--- src/rtl/hazard_scoreboard.sv ---
// rtl/hazard_scoreboard.sv - parametrised ID-stage hazard unit: stall, flush, forwarding selects, counters
module hazard_scoreboard #(
    parameter int REG_AW       = 5,
    parameter int NUM_STAGES   = 3,
    parameter int FWD_EN       = 1,
    parameter int FLUSH_CYCLES = 2,
    parameter int CNT_W        = 32,
    parameter int SEL_W        = $clog2(NUM_STAGES + 1)
) (
    input  logic              clk,
    input  logic              rst_n,
    input  logic              id_valid,
    input  logic [REG_AW-1:0] id_rs1,
    input  logic [REG_AW-1:0] id_rs2,
    input  logic              id_rs1_used,
    input  logic              id_rs2_used,
    input  logic [REG_AW-1:0] id_rd,
    input  logic              id_rf_we,
    input  logic              id_is_load,
    input  logic              ex_redirect,
    output logic              stall,
    output logic              flush,
    output logic [SEL_W-1:0]  fwd_sel_rs1,
    output logic [SEL_W-1:0]  fwd_sel_rs2,
    output logic [CNT_W-1:0]  stall_cnt,
    output logic [CNT_W-1:0]  flush_cnt
);

    localparam logic [1:0] MASK_LOAD = 2'(FLUSH_CYCLES - 1);

    logic [NUM_STAGES:1] sb_valid;
    logic [NUM_STAGES:1] sb_we;
    logic [NUM_STAGES:1] sb_load;
    logic [REG_AW-1:0]   sb_rd [1:NUM_STAGES];
    logic [1:0]          mask_cnt;

    logic [NUM_STAGES:1] hit1;
    logic [NUM_STAGES:1] hit2;
    logic [SEL_W-1:0]    sel1;
    logic [SEL_W-1:0]    sel2;
    logic                hazard;
    logic                issue;

    always_comb begin
        hit1 = '0;
        hit2 = '0;
        for (int k = 1; k <= NUM_STAGES; k++) begin
            hit1[k] = id_rs1_used && (id_rs1 != '0) && sb_valid[k] && sb_we[k] && (sb_rd[k] == id_rs1);
            hit2[k] = id_rs2_used && (id_rs2 != '0) && sb_valid[k] && sb_we[k] && (sb_rd[k] == id_rs2);
        end
    end

    // Scan oldest to youngest so the youngest match overwrites the select last.
    always_comb begin
        sel1 = '0;
        sel2 = '0;
        for (int k = NUM_STAGES; k >= 1; k--) begin
            if (hit1[k]) sel1 = SEL_W'(k);
            if (hit2[k]) sel2 = SEL_W'(k);
        end
    end

    assign hazard      = (FWD_EN != 0) ? (sb_load[1] && (hit1[1] || hit2[1]))
                                       : ((|hit1) || (|hit2));
    assign flush       = ex_redirect || (mask_cnt != 2'd0);
    assign stall       = id_valid && hazard && !flush;
    assign issue       = id_valid && !stall && !flush;
    assign fwd_sel_rs1 = (FWD_EN != 0) ? sel1 : '0;
    assign fwd_sel_rs2 = (FWD_EN != 0) ? sel2 : '0;

    always_ff @(posedge clk or negedge rst_n) begin
        if (!rst_n) begin
            sb_valid  <= '0;
            sb_we     <= '0;
            sb_load   <= '0;
            for (int k = 1; k <= NUM_STAGES; k++) sb_rd[k] <= '0;
            mask_cnt  <= 2'd0;
            stall_cnt <= '0;
            flush_cnt <= '0;
        end else begin
            // x0 writes are dropped at entry so they can never be matched later.
            sb_valid[1] <= issue;
            sb_we[1]    <= id_rf_we && (id_rd != '0);
            sb_load[1]  <= id_is_load;
            sb_rd[1]    <= id_rd;
            for (int k = 2; k <= NUM_STAGES; k++) begin
                sb_valid[k] <= sb_valid[k-1];
                sb_we[k]    <= sb_we[k-1];
                sb_load[k]  <= sb_load[k-1];
                sb_rd[k]    <= sb_rd[k-1];
            end
            if (ex_redirect)
                mask_cnt <= MASK_LOAD;
            else if (mask_cnt != 2'd0)
                mask_cnt <= mask_cnt - 2'd1;
            if (stall && (stall_cnt != '1))
                stall_cnt <= stall_cnt + CNT_W'(1);
            if (ex_redirect && (flush_cnt != '1))
                flush_cnt <= flush_cnt + CNT_W'(1);
        end
    end

endmodule

--- config.mk ---
export PLATFORM = sky130hd
export DESIGN_NAME = hazard_scoreboard
export DESIGN_NICKNAME = d
export VERILOG_FILES = /design/src/rtl/hazard_scoreboard.sv
export SDC_FILE = /design/constraint.sdc
export NUM_CORES = 1
export LEC_CHECK = 0
export BUFFER_PORTS_ARGS = -buffer_cell sky130_fd_sc_hd__buf_2
export CAP_MARGIN = 20
export CELL_PAD_IN_SITES_DETAIL_PLACEMENT = 1
export CELL_PAD_IN_SITES_GLOBAL_PLACEMENT = 2
export CORE_MARGIN = 4
export CORE_UTILIZATION = 35
export CTS_CLUSTER_SIZE = 28
export DETAILED_ROUTE_END_ITERATION = 8
export PLACE_DENSITY_LB_ADDON = 0.1
export SYNTH_ARGS = -nofsm -noshare
export SYNTH_HDL_FRONTEND = slang
export SYNTH_SLANG_ARGS = --single-unit
--- constraint.sdc ---
create_clock -name clk -period 2.25 [get_ports clk]
set_input_delay 0.1125 -clock clk [delete_from_list [all_inputs] [get_ports clk]]
set_output_delay 0.1125 -clock clk [all_outputs]
set_load 0.02 [all_outputs]
# [Word-level counts from Yosys, hierarchy flattened]
# Index checks and enable logic that the tools add are counted.
[classes] addsub=3 n_eq_ne=8 reduce_logical=37 mux=8
[op_table] cell="32-bit by 1-bit adder with 32-bit output (second input constant)" count=2
[op_table] cell="32-bit inequality test (second input constant)" count=2
[op_table] cell="5-bit == test" count=6
[op_table] cell="1-bit logical AND" count=28
[op_table] cell="2-bit two-way mux" count=8
[op_table] cell="5-bit nonzero test" count=3
[op_table] cell="2-bit nonzero test" count=2
[op_table] cell="1-bit zero test" count=2
[op_table] cell="1-bit logical OR" count=2
[op_table] cell="2-bit by 1-bit subtractor with 2-bit output (second input constant)" count=1
[word_totals] in_bits=23 regBits=88 out_inout_bits=70

# [Logic depth before layout (Yosys ltp)]
# Gate-level depths: netlist of the first run.
[depth] depth_word=12 ltp_mapped=8

# [Least setup slack after synthesis of the first run]
# OpenSTA, ideal clock, no wires.
[synth_path] kind="register -> register" startpoint="reg stall_cnt[20]" endpoint="reg stall_cnt[1]" arrival_time_ns=2.074 n_path_buf=1 stages_incl_launch_ff=7 required_time_ns=2.122 period_less_slack_ns=2.202 setup_slack_ns=0.048 setup_time_ns=0.128 path_cell_list="dfrtp_1 -> and4_1 -> nand2_1 -> or3_1 -> o221ai_4 -> buf_6 -> mux2_1"
[synth_between] elab_chain_len=2
[synth_rtl] element="from (decl)" line_no="25" rtl="output logic [CNT_W-1:0] stall_cnt,"
[synth_rtl] element="from (signal assigned)" line_no="97" rtl="stall_cnt <= stall_cnt + CNT_W'(1);"
[synth_rtl] element="32-bit inequality test" line_no="96" rtl="if (stall && (stall_cnt != '1))"
[synth_rtl] element="1-bit logical AND" line_no="96"
# Every way passes these cells.
# A chain may end at the register's enable or synchronous reset.

# [Worst setup path in the final report of the first run]
[layout_path] startpoint="reg sb_rd[12] (netlist name)" endpoint="out stall"
[layout_between] elab_chain_len=6 word_cells_on_any_way=8 classes_between="2 x eq/ne; 6 x reduce/logical"
[layout_rtl] element="from (decl)" line_no="34" rtl="logic [REG_AW-1:0] sb_rd [1:NUM_STAGES];"
[layout_rtl] element="from (signal, indexed assignment)" line_no="90" rtl="sb_rd[k] <= sb_rd[k-1];"
[layout_rtl] element="5-bit == test (on tied branches)" line_no="48, 49"
[layout_rtl] element="1-bit logical AND (on tied branches)" line_no="48, 49"
[layout_rtl] element="1-bit logical OR (*)" line_no="63" rtl="assign hazard = (FWD_EN != 0) ? (sb_load[1] && (hit1[1] || hit2[1]))"
[layout_rtl] element="1-bit logical AND (*)" line_no="63"
[layout_rtl] element="1-bit logical AND (*) (2 in a row)" line_no="66" rtl="assign stall = id_valid && hazard && !flush;"
[layout_rtl] element="to (decl)" line_no="21" rtl="output logic stall,"
# Every way passes the cells marked *; elsewhere a longest branch is shown, timed or not.

==> summary.md, run 1 <==
| Metric | Value |
|---|---|
| Seq/Total Area, Yosys | `51.4%` |
| Final period util | `94.7%` |
| Hold depth | `2` |
| Cell chain of the critical path | `xnor2_1 > nand4_1 > nor4_4 > buf_4 > o21ai_2 > inv_1 > buf_2` |
| Sequential share of power | `46.2%` |
| FMAX | `between 400 and 500 MHz` |
| Vias in the first global route | `3551` |
| TritonRoute pass-1 iters | `4` |
| Cts bufs inserted | `9` |
| GRT Util Overall | `about 16%` |
| Switching Share | `25.8%` |
| Hold EP | `sb_we[1]` |
| Relative slew slack | `56.7%` |
| Total power | `3.88 mW` |
| Fin Setup TNS | `0 ps` |
| Dpl ws | `-57.9 ps` |
| Detail Route Antenna Nets | `0` |
| Critical Path Sink Type | `output pin` |
| Part of the power in combinational logic | `about an eighth` |
| Largest net degree at the start of global routing | `between 40 and 50` |
| Iter 0 DRT Violations | `67` |
| Core area | `12000 um2` |
| CP max FO | `8` |
| Detailed Route WL | `10.9 mm` |
| CP Class | `reg -> out` |
| Worst path top cell family by delay | `simple AND/OR/NAND/NOR gates` |
| CP Launch Type | `flip-flop` |
| Worst slew pin tran | `650 ps` |
| Die width | `119 um` |
| Static leakage | `between 2 and 3 nW` |
| IO Count | `93` |
| Die Area | `14100 um2` |
| Final setup viols | `0` |
| CP required | `approximately 2100 ps` |
| Synth warnings | `0` |
| First-pass GRT wire length | `approximately 18 mm` |
| P&R area growth vs syn | `29.0%` |
| Share of layout cells above drive strength 1 | `31.6%` |
| CP max-delay cell | `dfrtp_1` |
| Post-DP HPWL | `between 8 and 9 mm` |
| Grt ovf | `0` |
| Unique cell type count in the Yosys netlist | `39` |
| # DRC | `0` |
| RSZ-0062 raised after global routing | `false` |
| Final Hold Viols | `0` |
| Clk_skew | `4.73 ps` |
| Ant diodes | `0` |
| Initial Util | `35.7%` |
| Port bufs | `around 90` |
| # clock sinks | `~90` |
| Critical path depth | `7` |
| Status | `complete, no violations` |
| Syn nets | `400` |
| CTS tree | `done` |
| Initial antenna violation count | `0` |
| Internal power | `2.88 mW` |
| Routability cong. | `0.758` |
| R2R cell count | `6` |
| Bufs on Longest Clock Path | `2` |
| Slew Limit Fails | `0` |
| Mapped Avg Cell Area | `11.5 um2` |
| Hold Crit Start | `id_rf_we` |
| Max Cap Viol | `0` |
| Setup slack, reg-to-reg | `160 ps` |
| Reg-to-Reg Start | `flush_cnt[25]` |
| Filler Cells Inserted | `about 1300` |
| Synthesized area | `4290 um2` |
| Clk Latency, worst-skew pair | `approximately 350 ps` |
| EDFF count, synth | `0` |
| Post-synthesis cell count | `374` |
| H-tree depth | `3` |
| Rows | `40` |
| Hold crit path type | `in -> reg` |
| R2r endpoint | `flush_cnt[10]` |
| Reg clk slew, reported paths | `roughly 60 ps` |
| Routed WL per cell | `16.6 um` |
| #FFs+latches synth | `88` |
| Root Buffer | `clkbuf_16` |
| Buf/Inv on CP | `3` |
| Net switching power figure | `1.00 mW` |
| Die Ht | `119 um` |
| Clock Power Share | `between 40% and 50%` |
| Nets@finish | `about 530` |
| Tmin final | `2130 ps` |
| Worst hold margin | `15.7 ps` |
| Final worst setup slack | `120 ps` |
| Power Dens Cells | `703 nW/um2` |
| Data arrival, critical path | `slightly above 2000 ps` |
| Asr flop ratio synth | `between 90% and 100%` |
| Post-DR vias/cell | `4.98` |
| Worst vdd ir | `about 480 uV` |
| Vias | `3269` |
| Primary FF master, synth | `dfrtp_1` |
| Largest incremental delay on the critical path | `410 ps` |
-- sequential cells by signal, summed over array words and instances (netlist names) --
| name | count |
|---|---|
| sb_valid | 3 |
| sb_rd | 15 |
| stall_cnt | 32 |
| mask_cnt | 2 |
| flush_cnt | 32 |
| sb_we | 3 |
| sb_load | 1 |
-- logic make-up after synthesis --
| kind of cell | Yosys count | share of synthesized area [%] |
|---|---|---|
| compound gates | 14 | 3.33 |
| xor+xnor | 91 | 18.6 |
| fa+ha+maj | 3 | 0.876 |
| buf+inv | 15 | 1.69 |
| flops | 88 | 51.4 |
| mux | 2 | 0.526 |
| simple gates | 161 | 23.6 |
-- cell usage after synthesis, drive strengths merged, types with 2 or more instances --
library cell,number,area share (%)
nand3,21,2.5
nand2,32,2.8
a41oi,2,0.41
inv,11,0.96
and3,10,1.5
xnor2,49,10
or2,2,0.29
xor2,42,8.6
a21oi,3,0.35
or3,4,0.58
dfrtp,88,51
o21ai,3,0.70
nand2b,5,0.73
nor3,19,3.9
mux2,2,0.53
nor4,15,3.8
buf,3,0.64
ha,3,0.88
nor2,20,1.8
and4,6,1.2
nand4,20,3.1
or4,5,0.96
-- layer usage --
metal | global-route usage [%] | wire (um) | vias up
met5 | 0 | 0 | -
met4 | 4.13 | 121 | 0
met3 | 6.22 | 564 | 10
met2 | 27.2 | 5400 | 62
met1 | 19.8 | 4800 | 1640
li1 | - | - | 1557
-- worst max path at each step --
stage	slack, ps	endpoint	start
2_1_floorplan	50	stall_cnt[1]	stall_cnt[20]
3_3_place_gp	120	stall_cnt[23]	sb_rd[11]
3_5_place_dp	-60	stall_cnt[23]	sb_rd[11]
4_1_cts	20	stall	sb_rd[11]
5_1_grt	0.9	stall	sb_rd[10]
6_report	120	stall	sb_rd[12]
-- cell usage in the layout, fill, tap and decap left out, drive strengths merged, types with 8 or more instances in the layout --
cell,instances
nor2,20
xor2,42
and3,10
dlygate4sd3,8
nor3,19
clkbuf,14
dfrtp,88
inv,11
nand4,20
xnor2,49
nand2,32
nor4,15
nand3,21
buf,116
-- layout make-up --
cell class	instances	area, um2	share of cell area, %
Clock inverter	2	35.0	0.634
Inverter	11	41.3	0.747
Sequential cell	88	2200	39.8
Clock buffer	14	284	5.14
Tap cell	147	184	3.33
Timing Repair Buffer	124	761	13.8
Multi-Input combinational cell	271	2020	36.5
-- power groups by stage --
stage / sequential [mW] / combinational (mW) / clock (mW)
after floorplan: 1.88 / 0.224 / 0
after global placement: 1.82 / 0.493 / 0
after detailed placement: 1.82 / 0.501 / 0
after CTS: 1.79 / 0.517 / 1.66
after global routing: 1.81 / 0.560 / 1.74
final: 1.79 / 0.501 / 1.59
-- metrics by stage --
step / util [%] / instance area [um2] / instances
2_1_floorplan: - / 4290 / 374
3_3_place_gp: 42.6 / 5110 / 632
3_5_place_dp: 42.6 / 5110 / 632
4_1_cts: 45.9 / 5520 / 656
5_1_grt: 46.0 / 5530 / 657
6_report: 46.0 / 5530 / 657
-- what timing repair did --
| action | 4_1_cts | 5_1_grt |
|---|---|---|
| pin swaps | 0 | 1 |
| buffers inserted | 0 | 1 |
| gates resized for setup | 1 | 0 |
| hold buffers | 8 | 0 |
| endpoints found under the setup margin | 10 | 9 |
| hold endpoints to repair | 52 | 0 |
No activity file was read; power rests on OpenSTA's default activity.
==> run 2: changes to the inputs <==
Settings changed: ABC_AREA set to 1, CORE_UTILIZATION 35 to 32, CTS_CLUSTER_DIAMETER set to 100.
==> run 2 against run 1 <==
Against the previous run:
- first-iteration DRC count rose to 2.8 times the previous value
- routed wire length grew 64%
- design area rose by 22%
- critical path depth is 5 higher
- total power shrank 0.26%
- flip-flop and latch count unchanged
- cell count up 71%
- synthesized cell count rose by 110%
- count of clock-buffer cells in the layout down 3
- fmax grew 6.3%
- combinational power increased by 14%
- critical endpoint is now flush_cnt[2]
- largest cell class is now multi-input combinational cells
- highest routed layer unchanged
==> summary.md, run 2 <==
| Metric | Value |
|---|---|
| Cell chain of the critical path | `ha_1 > nand3_1 > inv_1 > nand2_1 > nor2_2 > nand2_1 > nand2_2 > inv_2 > buf_12 > nand2_1 > nand2_1 > nand2_1 (was xnor2_1 > nand4_1 > nor4_4 > buf_4 > o21ai_2 > inv_1 > buf_2)` |
| Part of the power in combinational logic | `14.8% (was 12.9%)` |
| Vias in the first global route | `5703 (was 3551)` |
| H-tree depth | `3 (unchanged)` |
| Routability cong. | `0.843 (was 0.758)` |
| Reg clk slew, reported paths | `70 ps (was 60 ps)` |
| Max Cap Viol | `0 (unchanged)` |
| Buf/Inv on CP | `3 (unchanged)` |
| # DRC | `0 (unchanged)` |
| Reg-to-Reg Start | `flush_cnt[0] (was flush_cnt[25])` |
| CP max-delay cell | `dfrtp_1 (unchanged)` |
| Routed WL per cell | `15.9 um (was 16.6 um)` |
| CP Class | `reg -> reg (was reg -> out)` |
| Commonest cells in the netlist | `nand2_1 (254), inv_1 (113), dfrtp_1 (88) (was dfrtp_1 (88), xnor2_1 (49), xor2_1 (42))` |
| Hold depth | `3 (was 2)` |
| Yosys top cell area share | `39.0% (was 51.4%)` |
| Hold EP | `sb_valid[1] (was sb_we[1])` |
| Iter 0 DRT Violations | `185 (was 67)` |
| Rows | `48 (was 40)` |
| Worst vdd ir | `405 uV (was 484 uV)` |
| Synth warnings | `0 (unchanged)` |
| Initial antenna violation count | `0 (unchanged)` |
| Asr flop ratio synth | `100% (unchanged)` |
| Largest net degree at the start of global routing | `44 (was 48)` |
| Clk Latency, worst-skew pair | `350 ps (about the same)` |
| P&R area growth vs syn | `19.2% (was 29.0%)` |
| Share of layout cells above drive strength 1 | `18.6% (was 31.6%)` |
| M3 GR Usage | `2.54% (was 6.22%)` |
| Critical Path Sink Type | `flip-flop (was output pin)` |
| Commonest cells after routing, fill and taps aside | `nand2_1 (254), inv_1 (113), buf_2 (91) (was buf_2 (91), dfrtp_1 (88), xnor2_1 (49))` |
| Internal power | `2.75 mW (was 2.88 mW)` |
| Detail Route Antenna Nets | `0 (unchanged)` |
| Post-synthesis cell count | `788 (was 374)` |
| Largest registers | `flush_cnt (32), stall_cnt (32), sb_rd (15) (unchanged)` |
| Primary FF master, synth | `dfrtp_1 (unchanged)` |
| Slew Limit Fails | `0 (unchanged)` |
| Worst path top cell family by delay | `simple AND/OR/NAND/NOR gates (unchanged)` |
| Final setup viols | `0 (unchanged)` |
| Cts bufs inserted | `9 (unchanged)` |
| Initial Util | `32.6% (was 35.7%)` |
| Syn nets | `814 (was 400)` |
| Die Area | `19800 um2 (was 14100 um2)` |
| Dpl ws | `117 ps (was -57.9 ps)` |
| Most numerous cell in the Yosys netlist | `nand2_1 (was dfrtp_1)` |
| Routing usage on met1 | `25.9% (was 19.8%)` |
| Seq/Total Area, Yosys | `39.0% (was 51.4%)` |
| Grt ovf | `0 (unchanged)` |
| First-pass GRT wire length | `29.8 mm (was 18.3 mm)` |
| Switching Share | `29.0% (was 25.8%)` |
| Largest incremental delay on the critical path | `410 ps (about the same)` |
| Hold crit path type | `in -> reg (unchanged)` |
| Core area | `17300 um2 (was 12000 um2)` |
| M2 GR Usage | `30.5% (was 27.2%)` |
| Port bufs | `92 (unchanged)` |
| Final worst setup slack | `247 ps (was 120 ps)` |
| FMAX | `499 MHz (was 469 MHz)` |
| Static leakage | `3.68 nW (was 2.71 nW)` |
| Synthesized area | `5640 um2 (was 4290 um2)` |
| Status | `complete, no violations (unchanged)` |
| Net switching power figure | `1.13 mW (was 1.00 mW)` |
| # clock sinks | `88 (unchanged)` |
| Worst slew pin tran | `594 ps (was 650 ps)` |
| Data arrival, critical path | `2240 ps (was 2020 ps)` |
| R2R cell count | `12 (was 6)` |
| Post-DP HPWL | `13.9 mm (was 8.06 mm)` |
| Root Buffer | `clkbuf_16 (unchanged)` |
| RSZ-0062 raised after global routing | `false (unchanged)` |
| CP startpoint | `flush_cnt[0] (was sb_rd[12])` |
| CP Launch Type | `flip-flop (unchanged)` |
| Nets@finish | `921 (was 531)` |
| Fin Setup TNS | `0 ps (unchanged)` |
| Top cell by count, worst path | `nand2_1` |
| Setup slack, reg-to-reg | `250 ps (was 160 ps)` |
| Power Dens Cells | `576 nW/um2 (was 703 nW/um2)` |
| Final Hold Viols | `0 (unchanged)` |
| Post-DR vias/cell | `4.79 (was 4.98)` |
| Clock Power Share | `39.4% (was 40.9%)` |
| Mapped Avg Cell Area | `7.16 um2 (was 11.5 um2)` |
| CP required | `2490 ps (was 2140 ps)` |
| TritonRoute pass-1 iters | `4 (unchanged)` |
| Most common cell after layout, fill and taps aside | `nand2_1 (was buf_2)` |
| CTS tree | `done (unchanged)` |
| Hold Crit Start | `id_valid (was id_rf_we)` |
| Vias | `5380 (was 3269)` |
| R2r endpoint | `flush_cnt[2] (was flush_cnt[10])` |
| EDFF count, synth | `0 (unchanged)` |
| Unique cell type count in the Yosys netlist | `38 (was 39)` |
| Bufs on Longest Clock Path | `2 (unchanged)` |
| Relative slew slack | `60.4% (was 56.7%)` |
| GRT Util Overall | `18.7% (was 16.3%)` |
| Synth area leaders | `dfrtp_1 (39%), nand2_1 (17%), inv_1 (7.5%) (was dfrtp_1 (51%), xnor2_1 (10%), xor2_1 (8.6%))` |
| IO Count | `93 (unchanged)` |
| Detailed Route WL | `17.9 mm (was 10.9 mm)` |
| Tmin final | `2000 ps (was 2130 ps)` |
| Sequential share of power | `45.8% (was 46.2%)` |
| Final period util | `89.0% (was 94.7%)` |
| Die width | `141 um (was 119 um)` |
| GR peak layer | `met2 (unchanged)` |
| #FFs+latches synth | `88 (unchanged)` |
| Ant diodes | `0 (unchanged)` |
| Clk_skew | `7.90 ps (was 4.73 ps)` |
| Post-synth top area cell | `dfrtp_1 (unchanged)` |
| CP max FO | `22 (was 8)` |
| Die Ht | `141 um (was 119 um)` |
## run 2: cell count changes after synthesis, moves of 16 or more
| cell | change |
|---|---|
| nand2_1 | +222 |
| inv_1 | +102 |
| nor2_1 | +63 |
| xnor2_1 | -41 |
| nand3_1 | +39 |
| o21bai_2 | +20 |
| o21ai_0 | +16 |
## run 2: power groups by stage
stage | registers (mW) | clock network, mW | logic [mW]
after floorplan | 1.85 | 0 | 0.270
after global placement | 1.80 | 0 | 0.550
after detailed placement | 1.80 | 0 | 0.576
after CTS | 1.78 | 1.58 | 0.588
after global routing | 1.79 | 1.64 | 0.646
final | 1.77 | 1.53 | 0.572
## run 2: per-stage QoR
stage	utilization [%]	std cells	hold WS (ps)	area, um2	power (mW)
6_report	38.9	1123	36.7	6720	3.87
5_1_grt	38.9	1123	47.9	6720	4.08
4_1_cts	38.9	1123	7.90	6720	3.94
3_5_place_dp	36.8	1102	159	6360	2.38
3_3_place_gp	36.8	1102	163	6360	2.35
2_1_floorplan	-	788	-183	5640	2.13
## run 2: how the worst max path moves through the flow
| stage | end | cells past startpoint |
|---|---|---|
| CTS | flush_cnt[22] | 8 |
| global placement | flush_cnt[22] | 8 |
| floorplan | stall_cnt[13] | 11 |
| finish | flush_cnt[2] | 12 |
| global route | stall_cnt[13] | 10 |
| detailed placement | flush_cnt[22] | 8 |
## run 2: worst register-to-register path, delay by kind of cell (launching register included)
kind | cells | cell delay [ps]
buffers and inverters | 3 | 450
adder cells (fa/ha/maj) | 1 | 250
AND/OR/NAND/NOR | 8 | 780
flip-flops | 1 | 410
## run 2: kinds of logic (layout without fill, tap and decap cells)
family / after synthesis / in the layout / share of synthesized area [%]
AND/OR/NAND/NOR: 469 / 469 / 36.5
buffers and inverters: 134 / 244 / 10.4
flip-flops: 88 / 88 / 39.0
AO/OA/AOI/OAI: 58 / 58 / 7.90
XOR/XNOR: 36 / 36 / 5.59
adder cells (fa/ha/maj): 3 / 3 / 0.665
## run 2: area by class of cell
class,count,area [um2]
clock buffer,11,243
clock inverter,3,43.8
fill,2207,10600
inverter,119,447
multi-input combinational,566,2860
sequential,88,2200
tap,225,282
timing repair buffer,111,648
## run 2: repair_timing
item / 4_1_cts / 5_1_grt
hold endpoints to repair: 46 / 0
hold buffers: 7 / 0
buffers inserted: 0 / 0
resized for setup: 0 / 1
setup endpoints to repair: 0 / 2
## run 2: per-layer routing
metal	wire length (um)	part of all wire (%)
met3	511	2.9
met5	0	0
met1	8730	49
met2	8410	47
met4	251	1.4
==> run 3: changes to the inputs <==
Settings changed: RECOVER_POWER set to 25.
==> run 3 against run 2 <==
Against the previous run:
- clock skew barely moved
- register-to-register slack barely moved
- largest cell class unchanged
- sequential share of layout area barely moved
==> summary.md, run 3 (synthesized netlist as in run 2, its figures left out) <==
| Metric | Value |
|---|---|
| Status | `complete, no violations (unchanged)` |
| CP required | `2490 ps (about the same)` |
| Hold depth | `3 (unchanged)` |
| Ant diodes | `0 (unchanged)` |
| Die Area | `19800 um2 (unchanged)` |
| Core area | `17300 um2 (unchanged)` |
| M3 GR Usage | `2.54% (unchanged)` |
| CP Launch Type | `flip-flop (unchanged)` |
| GRT Util Overall | `18.7% (unchanged)` |
| Cell chain of the critical path | `ha_1 > nand3_1 > inv_1 > nand2_1 > nor2_2 > nand2_1 > nand2_2 > inv_2 > buf_12 > nand2_1 > nand2_1 > nand2_1 (unchanged)` |
| Initial antenna violation count | `0 (unchanged)` |
| Commonest cells after routing, fill and taps aside | `nand2_1 (254), inv_1 (113), dfrtp_1 (88) (was nand2_1 (254), inv_1 (113), buf_2 (91))` |
| Rows | `48 (unchanged)` |
| Post-DP HPWL | `13.9 mm (unchanged)` |
| Most common cell after layout, fill and taps aside | `nand2_1 (unchanged)` |
| Root Buffer | `clkbuf_16 (unchanged)` |
| Clock Power Share | `39.4% (about the same)` |
| P&R area growth vs syn | `19.0% (was 19.2%)` |
| Final worst setup slack | `250 ps (was 247 ps)` |
| CP max-delay cell | `dfrtp_1 (unchanged)` |
| IO Count | `93 (unchanged)` |
| Bufs on Longest Clock Path | `2 (unchanged)` |
| Static leakage | `3.67 nW (was 3.68 nW)` |
| Post-DR vias/cell | `4.79 (about the same)` |
| Routability cong. | `0.843 (unchanged)` |
| Setup slack, reg-to-reg | `250 ps (about the same)` |
| Final setup viols | `0 (unchanged)` |
| Worst slew pin tran | `1160 ps (was 594 ps)` |
| M2 GR Usage | `30.5% (unchanged)` |
| Final period util | `88.9% (was 89.0%)` |
| RSZ-0062 raised after global routing | `false (unchanged)` |
| Worst vdd ir | `405 uV (about the same)` |
| Max Cap Viol | `0 (unchanged)` |
| CTS tree | `done (unchanged)` |
| Dpl ws | `117 ps (unchanged)` |
| Vias | `5382 (was 5380)` |
| Hold Crit Start | `id_valid (unchanged)` |
| Die width | `141 um (unchanged)` |
| First-pass GRT wire length | `29.8 mm (unchanged)` |
| TritonRoute pass-1 iters | `4 (unchanged)` |
| Grt ovf | `0 (unchanged)` |
| Fin Setup TNS | `0 ps (unchanged)` |
| Die Ht | `141 um (unchanged)` |
| R2r endpoint | `flush_cnt[2] (unchanged)` |
| Routing usage on met1 | `25.9% (unchanged)` |
| Detail Route Antenna Nets | `0 (unchanged)` |
| Hold EP | `sb_valid[1] (unchanged)` |
| Reg clk slew, reported paths | `70 ps (about the same)` |
| Port bufs | `92 (unchanged)` |
| Reg-to-Reg Start | `flush_cnt[0] (unchanged)` |
| Routed WL per cell | `15.9 um (about the same)` |
| Hold crit path type | `in -> reg (unchanged)` |
| Iter 0 DRT Violations | `185 (unchanged)` |
| Filler Cells Inserted | `2206 (was 2207)` |
| Data arrival, critical path | `2240 ps (about the same)` |
| Post CTS Setup Buffer Count | `0 (unchanged)` |
| Worst path top cell family by delay | `simple AND/OR/NAND/NOR gates (unchanged)` |
| Clk Latency, worst-skew pair | `350 ps (about the same)` |
| Clk_skew | `7.96 ps (was 7.90 ps)` |
| FMAX | `500 MHz (was 499 MHz)` |
| Initial Util | `32.6% (unchanged)` |
| H-tree depth | `3 (unchanged)` |
| Part of the power in combinational logic | `14.7% (was 14.8%)` |
| Top cell by count, worst path | `nand2_1 (unchanged)` |
| CP Class | `reg -> reg (unchanged)` |
| Largest registers | `flush_cnt (32), stall_cnt (32), sb_rd (15) (unchanged)` |
| Largest net degree at the start of global routing | `44 (unchanged)` |
| Tmin final | `2000 ps (about the same)` |
| GR peak layer | `met2 (unchanged)` |
| Share of layout cells above drive strength 1 | `18.2% (was 18.6%)` |
| Detailed Route WL | `17.9 mm (about the same)` |
| Critical Path Sink Type | `flip-flop (unchanged)` |
| Net switching power figure | `1.13 mW (about the same)` |
| # DRC | `0 (unchanged)` |
| Vias in the first global route | `5703 (unchanged)` |
| Internal power | `2.75 mW (about the same)` |
| Nets@finish | `921 (unchanged)` |
| Cts bufs inserted | `9 (unchanged)` |
| Slew Limit Fails | `0 (unchanged)` |
| Switching Share | `29.1% (was 29.0%)` |
| CP max FO | `22 (unchanged)` |
| Final Hold Viols | `0 (unchanged)` |
| Buf/Inv on CP | `3 (unchanged)` |
| R2R cell count | `12 (unchanged)` |
| # clock sinks | `88 (unchanged)` |
| Power Dens Cells | `577 nW/um2 (was 576 nW/um2)` |
| Relative slew slack | `22.7% (was 60.4%)` |
| Largest incremental delay on the critical path | `410 ps (about the same)` |
| Sequential share of power | `45.8% (about the same)` |
==> run 3: cell count changes in the layout (fill, tap and decap cells not counted) <==
cell / previous run / this run
buf_2: 91 / 87
buf_4: 11 / 10
clkbuf_2: 0 / 1
clkbuf_1: 1 / 5
==> run 3: worst max path at each step <==
stage	from	cells after the start	slack [ps]	endpoint
after global routing	stall_cnt[0]	10	50	stall_cnt[13]
after CTS	flush_cnt[0]	8	100	flush_cnt[22]
after floorplan	stall_cnt[1]	11	490	stall_cnt[13]
final	flush_cnt[0]	12	250	flush_cnt[2]
after detailed placement	flush_cnt[0]	8	120	flush_cnt[22]
after global placement	flush_cnt[0]	8	240	flush_cnt[22]
==> run 3: power by group through the flow <==
stage	registers [mW]	clock network (mW)	logic [mW]
after detailed placement	1.80	0	0.576
after CTS	1.78	1.58	0.588
final	1.78	1.53	0.570
after global routing	1.79	1.64	0.644
after global placement	1.80	0	0.550
after floorplan	1.85	0	0.270
==> run 3: cell type report <==
class | count | area [um2] | share of cell area [%]
multi-input cells | 566 | 2860 | 42.6
repair buffers | 111 | 641 | 9.54
well taps | 225 | 282 | 4.19
inverters | 119 | 447 | 6.65
flip-flops and latches | 88 | 2200 | 32.8
clock inverters | 3 | 43.8 | 0.652
clock buffers | 11 | 243 | 3.61
==> run 3: per-layer routing <==
metal,share of wire (%),vias to the layer above
met3,3.0,13
met1,49,2615
met2,47,79
met4,1.4,0
li1,-,2675
met5,0,-
==> run 3: what timing repair did <==
item / in CTS / in global routing
hold buffers: 7 / 0
setup endpoints to repair: 0 / 2
endpoints found under the hold margin: 46 / 0
resized for setup: 0 / 1
==> run 3: worst min-delay path: cells and delay by family <==
family / cells / cell delay [ps]
and+or+nand+nor: 2 / 120
buffers and inverters: 1 / 110
==> run 3: stage by stage <==
| stage | instances | utilization (%) | power, mW | area, um2 | hold slack (ps) |
|---|---|---|---|---|---|
| after floorplan | 788 | - | 2.13 | 5640 | -183 |
| after global placement | 1102 | 36.8 | 2.35 | 6360 | 163 |
| after detailed placement | 1102 | 36.8 | 2.38 | 6360 | 159 |
| after CTS | 1123 | 38.9 | 3.94 | 6720 | 7.90 |
| after global routing | 1123 | 38.8 | 4.08 | 6720 | 47.9 |
| final | 1123 | 38.8 | 3.87 | 6720 | 36.8 |
